==> src/rtl/el2_dec_ib_queue_pkg.sv <==
// Shared types for the decode instruction-buffer queue.
// One packet is everything the aligner hands decode for a single i0 instruction.
package el2_dec_ib_queue_pkg;

    typedef struct packed {
        logic        icaf_second;
        logic        dbecc;
        logic        icaf;
        logic [1:0]  icaf_type;
        logic [31:1] pc;
        logic        pc4;
        logic [31:0] instr;
    } el2_ib_pkt_t;

    localparam int unsigned IB_PKT_W = $bits(el2_ib_pkt_t);

endpackage

==> src/rtl/el2_dec_ib_queue_enff.sv <==
// Enable flop cell: async active-low reset to zero, loads only when enabled.
module el2_dec_ib_queue_enff #(
    parameter int unsigned WIDTH = 1
) (
    input  logic             i_clk,
    input  logic             i_rst_l,
    input  logic             i_en,
    input  logic [WIDTH-1:0] i_d,
    output logic [WIDTH-1:0] o_q
);

    logic [WIDTH-1:0] r_q;

    always_ff @(posedge i_clk or negedge i_rst_l) begin
        if (!i_rst_l) begin
            r_q <= '0;
        end else if (i_en) begin
            r_q <= i_d;
        end
    end

    assign o_q = r_q;

endmodule

==> src/rtl/el2_dec_ib_queue.sv <==
// Instruction-buffer FIFO between the IFU aligner and decode.
// Head entry is presented combinationally and masked to zero while empty.
module el2_dec_ib_queue
    import el2_dec_ib_queue_pkg::*;
#(
    parameter int unsigned DEPTH = 2,
    parameter int unsigned PTR_W = $clog2(DEPTH)
) (
    input  logic              clk,
    input  logic              rst_l,
    input  logic              exu_flush_final,
    input  logic              aln_valid,
    output logic              aln_ready,
    input  logic [31:0]       aln_instr,
    input  logic [31:1]       aln_pc,
    input  logic              aln_pc4,
    input  logic              aln_icaf,
    input  logic [1:0]        aln_icaf_type,
    input  logic              aln_icaf_second,
    input  logic              aln_dbecc,
    input  logic              dec_i0_decode_d,
    output logic              ifu_i0_valid,
    output logic [31:0]       ifu_i0_instr,
    output logic [31:1]       ifu_i0_pc,
    output logic              ifu_i0_pc4,
    output logic              ifu_i0_icaf,
    output logic [1:0]        ifu_i0_icaf_type,
    output logic              ifu_i0_icaf_second,
    output logic              ifu_i0_dbecc,
    output logic [PTR_W:0]    ib_count
);

    localparam logic [PTR_W:0]   LP_CNT_FULL = (PTR_W + 1)'(DEPTH);
    localparam logic [PTR_W-1:0] LP_PTR_LAST = PTR_W'(DEPTH - 1);

    logic [PTR_W-1:0] r_wr_ptr;
    logic [PTR_W-1:0] r_rd_ptr;
    logic [PTR_W:0]   r_count;
    logic [PTR_W-1:0] w_wr_ptr_inc;
    logic [PTR_W-1:0] w_rd_ptr_inc;
    logic [PTR_W:0]   w_count_nxt;
    logic             w_wr_en;
    logic             w_rd_en;

    el2_ib_pkt_t w_wr_pkt;
    el2_ib_pkt_t w_head;
    el2_ib_pkt_t w_head_m;
    el2_ib_pkt_t w_mem [DEPTH];

    // No pop-through: a full queue stays not-ready even if decode drains it this cycle.
    assign aln_ready    = (r_count != LP_CNT_FULL) & ~exu_flush_final;
    assign ifu_i0_valid = (r_count != '0);
    assign w_wr_en      = aln_valid & aln_ready;
    assign w_rd_en      = dec_i0_decode_d & ifu_i0_valid;

    // Explicit wrap keeps non-power-of-two depths correct.
    assign w_wr_ptr_inc = (r_wr_ptr == LP_PTR_LAST) ? '0 : r_wr_ptr + 1'b1;
    assign w_rd_ptr_inc = (r_rd_ptr == LP_PTR_LAST) ? '0 : r_rd_ptr + 1'b1;

    always_comb begin
        w_count_nxt = r_count;
        case ({w_wr_en, w_rd_en})
            2'b10:   w_count_nxt = r_count + 1'b1;
            2'b01:   w_count_nxt = r_count - 1'b1;
            default: w_count_nxt = r_count;
        endcase
    end

    always_ff @(posedge clk or negedge rst_l) begin
        if (!rst_l) begin
            r_wr_ptr <= '0;
            r_rd_ptr <= '0;
            r_count  <= '0;
        end else if (exu_flush_final) begin
            r_wr_ptr <= '0;
            r_rd_ptr <= '0;
            r_count  <= '0;
        end else begin
            if (w_wr_en) r_wr_ptr <= w_wr_ptr_inc;
            if (w_rd_en) r_rd_ptr <= w_rd_ptr_inc;
            r_count <= w_count_nxt;
        end
    end

    assign w_wr_pkt = '{
        icaf_second: aln_icaf_second,
        dbecc:       aln_dbecc,
        icaf:        aln_icaf,
        icaf_type:   aln_icaf_type,
        pc:          aln_pc,
        pc4:         aln_pc4,
        instr:       aln_instr
    };

    for (genvar gi = 0; gi < DEPTH; gi++) begin : g_entry
        el2_dec_ib_queue_enff #(
            .WIDTH (IB_PKT_W)
        ) u_entry (
            .i_clk   (clk),
            .i_rst_l (rst_l),
            .i_en    (w_wr_en && (r_wr_ptr == PTR_W'(gi))),
            .i_d     (w_wr_pkt),
            .o_q     (w_mem[gi])
        );
    end

    assign w_head   = w_mem[r_rd_ptr];
    assign w_head_m = ifu_i0_valid ? w_head : '0;

    assign ifu_i0_instr       = w_head_m.instr;
    assign ifu_i0_pc          = w_head_m.pc;
    assign ifu_i0_pc4         = w_head_m.pc4;
    assign ifu_i0_icaf        = w_head_m.icaf;
    assign ifu_i0_icaf_type   = w_head_m.icaf_type;
    assign ifu_i0_icaf_second = w_head_m.icaf_second;
    assign ifu_i0_dbecc       = w_head_m.dbecc;
    assign ib_count           = r_count;

endmodule

==> config.mk <==
export PLATFORM = sky130hd
export DESIGN_NAME = el2_dec_ib_queue
export DESIGN_NICKNAME = d
export VERILOG_FILES = /design/src/rtl/el2_dec_ib_queue_pkg.sv /design/src/rtl/el2_dec_ib_queue_enff.sv /design/src/rtl/el2_dec_ib_queue.sv
export SDC_FILE = /design/constraint.sdc
export NUM_CORES = 1
export LEC_CHECK = 0
export ABC_AREA = 1
export BUFFER_PORTS_ARGS = -buffer_cell sky130_fd_sc_hd__buf_4
export CORE_ASPECT_RATIO = 1.4
export CORE_MARGIN = 5
export CORE_UTILIZATION = 35
export DETAILED_ROUTE_END_ITERATION = 16
export HOLD_SLACK_MARGIN = 0.06
export RECOVER_POWER = 50
export SLEW_MARGIN = 20
export SYNTH_ARGS = -nofsm -noshare
export SYNTH_HDL_FRONTEND = slang
export SYNTH_SLANG_ARGS = --single-unit
==> constraint.sdc <==
create_clock -name clk -period 1.7 [get_ports clk]
set_clock_uncertainty 0.2 [all_clocks]
set_input_delay 0.17 -clock clk [delete_from_list [all_inputs] [get_ports clk]]
set_output_delay 0.17 -clock clk [all_outputs]
set_load 0.02 [all_outputs]
==> Yosys cells after proc, flatten, opt, wreduce, memory -nomap -nowiden <==
Cells that the tools add are included.
{ "word_totals": {"out_inout_bits": 73, "word_cells": 37, "register_bits": 142, "inputBits": 74} }
{ "classes": {"n_eq_ne": 3, "add_sub_neg": 4, "bitwise_logic": 6, "order_cmp": 1, "n_reduce_logical": 6, "muxes": 12} }
{ "ops": {"columns": ["operator", "n"], "rows": [
  ["two-way mux 69 bit", 4],
  ["two-way mux 1 bit", 6],
  ["nonzero test 2 bit", 3],
  ["one-hot mux 2 bit (2 select lines)", 1],
  ["bitwise AND 1 bit", 3],
  ["nonzero test 3 bit", 1],
  ["adder 1 bit, second input constant", 2],
  ["adder 2 x 1 -> 2 bit, second input constant", 1],
  ["== test 2 x 1 -> 1 bit, second input constant", 1],
  ["== test 2 bit, second input constant", 1],
  ["greater-or-equal comparator 2 bit, second input constant", 1],
  ["logical AND 1 bit", 2],
  ["two-way mux 2 bit", 1],
  ["inequality test 2 bit, second input constant", 1],
  ["NOT 1 bit", 2],
  ["NOT 1 -> 2 bit", 1],
  ["subtractor 2 x 1 -> 2 bit, second input constant", 1]
]} }

==> Longest topological paths before layout <==
{ "depth": {"depth_word": 6, "mapped_depth": 8, "mapped_depth_nobuf": 8} }

==> Cells and area by module <==
A second synthesis with hierarchy kept.
{ "hier_totals": {"hier_cells": 854, "hier_area_um2": 6482.5} }
{ "by_module_without_submodules": {"columns": ["module", "n_inst", "cells_per_inst", "seq_area_each_um2", "area_per_inst_um2"], "rows": [
  ["el2_dec_ib_queue_enff", 2, 292, 1726.7, 2608.8],
  ["el2_dec_ib_queue", 1, 270, 100.1, 1265.0]
]} }

==> Least setup slack after synthesis <==
Ideal clock, no wire load.
{ "synth_timing": {"kind": "register -> register", "start": "register r_count[0] (netlist: ib_count[0])", "end": "register g_entry[1].u_entry.r_q[38]", "required_ps": 1370, "stages_incl_launch_ff": 8, "path_buffers": 2, "arrival_ps": 1516, "slack_ps": -146, "setup_ps": 130, "synth_period_minus_slack_ps": 1846, "cell_sequence": "dfrtp_1 > inv_2 > a21oi_2 > nand3_1 > buf_2 > clkbuf_1 > nand2_1 > o21ai_0"} }
{ "synth_via": {"elab_chain_cells": 4} }
{ "synth_lines": {"columns": ["item", "line_no", "text"], "rows": [
  ["start: declaration", "el2_dec_ib_queue.sv:38", "logic [PTR_W:0] r_count;"],
  ["start signal: assignment", "el2_dec_ib_queue.sv:81", "r_count <= w_count_nxt;"],
  ["inequality test 2 bit", "el2_dec_ib_queue.sv:51", "assign aln_ready = (r_count != LP_CNT_FULL) & ~exu_flush_final;"],
  ["bitwise AND 1 bit", "el2_dec_ib_queue.sv:51", null],
  ["named net aln_ready", "el2_dec_ib_queue.sv:13", "output logic aln_ready,"],
  ["bitwise AND 1 bit", "el2_dec_ib_queue.sv:53", "assign w_wr_en = aln_valid & aln_ready;"],
  ["logical AND 1 bit", "el2_dec_ib_queue.sv:101", ".i_en (w_wr_en && (r_wr_ptr == PTR_W'(gi))),"],
  ["end signal: assignment", "el2_dec_ib_queue_enff.sv:18", "r_q <= i_d;"],
  ["end: declaration", "el2_dec_ib_queue_enff.sv:12", "logic [WIDTH-1:0] r_q;"]
]} }
The timed path passes the listed nets, and every way through them passes these cells.
A chain may end at the register's enable or synchronous reset.

==> Final worst setup path <==
{ "layout_timing": {"start": "register r_count[1] (netlist: ib_count[1])", "end": "output ifu_i0_instr[4]"} }
{ "layout_via": {"elab_chain_cells": 2} }
{ "layout_lines": {"columns": ["item", "line_no", "text"], "rows": [
  ["nonzero test 2 bit", "el2_dec_ib_queue.sv:52", "assign ifu_i0_valid = (r_count != '0);"],
  ["two-way mux 69 bit", "el2_dec_ib_queue.sv:108", "assign w_head_m = ifu_i0_valid ? w_head : '0;"],
  ["end: declaration", "el2_dec_ib_queue.sv:23", "output logic [31:0] ifu_i0_instr,"]
]} }
No other way between the ends.

==> flow_metrics.py <==
metrics = {
    "routing": {
        "detail-route-antenna-nets": 0,
        "highest_layer": "met4",
        "wl_um": 22900,
        "vias": 6338,
        "route.met2.wl_um": 12200,
        "avgViaCountPerCell": 4.89,
        "detail_route.iter0.violations": 343,
        "wl_met1_um": 9400,
        "remaining_drc_errors": 0,
        "routed-wl-met3_um": 886,
        "first_pass_iters": 5,
        "routedWlPerCell_um": 17.7,
    },
    "worst_setup_path": {
        "timing.critical_path.slowest_stage_cell": "sky130_fd_sc_hd__dfrtp_1",
        "crit_arrival_ns": 1.64,
        "worst_setup_path_start_kind": "flop",
        "path_cells": "buf_6 -> nor2_4 -> buf_6 -> clkbuf_16 -> a21oi_2 -> buf_4",
        "worst_path_largest_cell_delay_ns": 0.39,
        "cp.required_ns": 1.33,
        "crit_path_start": "ib_count[1]",
        "worstSetupPathType": "flop to output pin",
        "cp_common_cell": "sky130_fd_sc_hd__buf_6",
        "r2r-start": "ib_count[0]",
        "endpoint_kind": "output pin",
        "critical_path.max_fanout": 7,
    },
    "synthesis": {
        "netlist_area_um2": 6520,
        "yosys.cell_types.count": 18,
        "yosys.area.top_type": "sky130_fd_sc_hd__dfrtp_1",
        "post_synth_main_area_contributors": "sky130_fd_sc_hd__dfrtp_1 (54%), sky130_fd_sc_hd__nand2_1 (17%), sky130_fd_sc_hd__o21ai_2 (6.6%)",
        "ys_seq_elements": 142,
        "number_of_warning_messages_in_the_yosys_log": 0,
        "post-synth-top-area-fraction_pct": 54.5,
        "synthesis.nets": 853,
        "synthCells": 779,
        "synthesis.area_per_instance_um2": 8.37,
        "synth_seq_area_share_pct": 54.5,
    },
    "global_routing": {
        "grt_antenna_before_repair": 0,
        "gr-usage-all-layers_pct": 16.9,
        "grt_overflow_total": 0,
        "grt_start_max_net_pins": 77,
        "global_route_wire_length_before_repair_um": 29200,
        "number_of_global_route_vias_before_repair": 5737,
    },
    "timing": {
        "hold_viol_final": 0,
        "setup_violations": 157,
        "final.min_clock_period_ns": 2.01,
        "drv_slew": 0,
        "max_freq_mhz": 498,
        "final.setup.worst_slack_ns": -0.309,
        "timing.final.crit_share_pct": 118,
        "slew_headroom_pct": 64.0,
        "worstMarginPinSlew_ns": 0.540,
        "setup_total_negative_slack_ns": -32.04,
        "unrepaired_setup_endpoints_after_global_routing": "yes",
    },
    "cells_and_area": {
        "synthToLayoutAreaGrowth_pct": 74.7,
        "fin_util_pct": 61.7,
        "fillers": 1512,
        "antennaDiodeCount": 0,
        "finalNetCount": 1113,
        "final_layout_size_suffix_gt1_share_pct": 44.1,
    },
    "place": {
        "detailedPlace.worstSlack_ns": 0.0152,
        "place.port_buffers": 146,
        "gp_weighted_congestion": 0.755,
        "place_hpwl_um": 10600,
    },
    "clock_network": {
        "tritoncts": "done",
        "h-tree-depth": 4,
        "clkTransAtPathRegs_ns": 0.06,
        "root_buffer": "sky130_fd_sc_hd__clkbuf_16",
        "worstSkewPairLatency_ns": 0.41,
        "clockBufferDepth": 2,
        "tritoncts.num_buffers": 17,
        "clock_sink_count": 142,
    },
    "floorplanning": {
        "boundaryPins": 147,
        "initial_core_utilization_pct": 35.3,
        "dieWidth_um": 125,
        "die-area_um2": 21500,
        "fp-row-count": 59,
        "die_height_um": 172,
        "placeableCoreArea_um2": 18500,
    },
    "power": {
        "p_per_area_nw_per_um2": 1260,
        "design_power_total_w": 0.0143,
        "peakVddDrop_uv": 723,
        "leakage_power_total_nw": 5.45,
    },
    "job": {
        "max_cap_violations": 0,
    },
    "worst_hold_path": {
        "hold_path_startpoint": "g_entry[1].u_entry.o_q[46]",
        "hold_path.class": "flop to flop",
    },
    "outcome": {
        "failed_checks": "setup timing",
        "run_status": "finished with violations",
    },
}
## kinds of logic after synthesis
logic type / Yosys count / synth area share (%)
simple gates: 300 / 17.6
compound gates: 210 / 19.0
buf+inv: 127 / 8.92
flops: 142 / 54.5
## power breakdown
| group | internal, W | total [W] | switching [W] | leakage [nW] |
|---|---|---|---|---|
| clock | 0.00260 | 0.00405 | 0.00145 | 0.320 |
| combinational | 0.00246 | 0.00512 | 0.00265 | 3.35 |
| sequential | 0.00443 | 0.00518 | 0.000753 | 1.77 |
| total | 0.00949 | 0.0143 | 0.00486 | 5.45 |
## critical path, delay by kind of cell (launching register included)
| family | cells | cell delay, ns |
|---|---|---|
| DFF | 1 | 0.39 |
| and+or+nand+nor | 1 | 0.14 |
| AOI/OAI and AO/OA | 1 | 0.05 |
| buffers and inverters | 4 | 0.63 |
## metrics by stage
step	cells	area, um2	hold slack, ns
floorplan	779	6540	-0.326
global placement	1135	7960	-0.109
detailed placement	1135	7960	-0.100
CTS	1252	9600	0.283
global route	1296	11400	0.296
finish	1296	11400	0.282
## synth_stat cells (all sizes together)
cell    number
nand2      288
buf         25
clkbuf      27
or2          1
inv         75
a21oi       71
nand4        2
o21ai      139
nand3        7
nor2         2
dfrtp      142
## cell type report
type	instances	area [um2]	area share (%)
clock buffer	25	526	4.61
timing repair buffer	293	3350	29.4
inverter	75	294	2.58
multi-input combinational	510	3250	28.5
tap	244	305	2.68
sequential	142	3560	31.2
clock inverter	7	121	1.07
## state kept, by name, indices dropped and copies added, names as in the netlist
register,count
ib_count,2
g_entry.u_entry.o_q,138
r_wr_ptr,1
r_rd_ptr,1
## timing repair
action	4_1_cts	5_1_grt
hold endpoints to repair	284	0
setup buffers	8	13
resized for setup	33	268
cloned	3	32
pin swaps	2	5
hold buffers	74	0
setup endpoints to repair	71	150
## cells in the final DEF, fill, tap and decap left out, types with 3 or more instances in the layout
cell type and n:
sky130_fd_sc_hd__inv_6 3, sky130_fd_sc_hd__nand2_2 36, sky130_fd_sc_hd__clkbuf_8 7, sky130_fd_sc_hd__nand3_1 5
sky130_fd_sc_hd__a21oi_1 9, sky130_fd_sc_hd__buf_4 110, sky130_fd_sc_hd__clkbuf_16 38, sky130_fd_sc_hd__o21ai_2 60
sky130_fd_sc_hd__o21ai_0 53, sky130_fd_sc_hd__nand2_1 204, sky130_fd_sc_hd__a21oi_2 47, sky130_fd_sc_hd__inv_1 72
sky130_fd_sc_hd__buf_8 5, sky130_fd_sc_hd__dfrtp_1 140, sky130_fd_sc_hd__buf_12 16, sky130_fd_sc_hd__bufinv_16 3
sky130_fd_sc_hd__o21ai_1 26, sky130_fd_sc_hd__a21oi_4 15, sky130_fd_sc_hd__nand2_4 48, sky130_fd_sc_hd__dlygate4sd3_1 74
sky130_fd_sc_hd__buf_6 58, sky130_fd_sc_hd__buf_16 7
## path summary, 6_finish.rpt
check                                              to  slack, ns  depth (start not counted)
max                                   ifu_i0_instr[4]      -0.31                          6
min                        g_entry[1].u_entry.o_q[46]       0.28                          2
max reg2reg                g_entry[0].u_entry.o_q[19]      -0.26                          9
min reg2reg                g_entry[1].u_entry.o_q[46]       0.28                          2
max in group asynchronous                 ib_count[0]      -0.04                          4
min in group asynchronous  g_entry[0].u_entry.o_q[45]       0.63                          3
## layer usage
layer	up-vias	global-route usage (%)
met5	-	0
met4	0	5.52
met3	29	4.04
met2	148	29.2
met1	3154	20.9
li1	3007	-
Note: power is estimated with default switching activity, not from simulation.
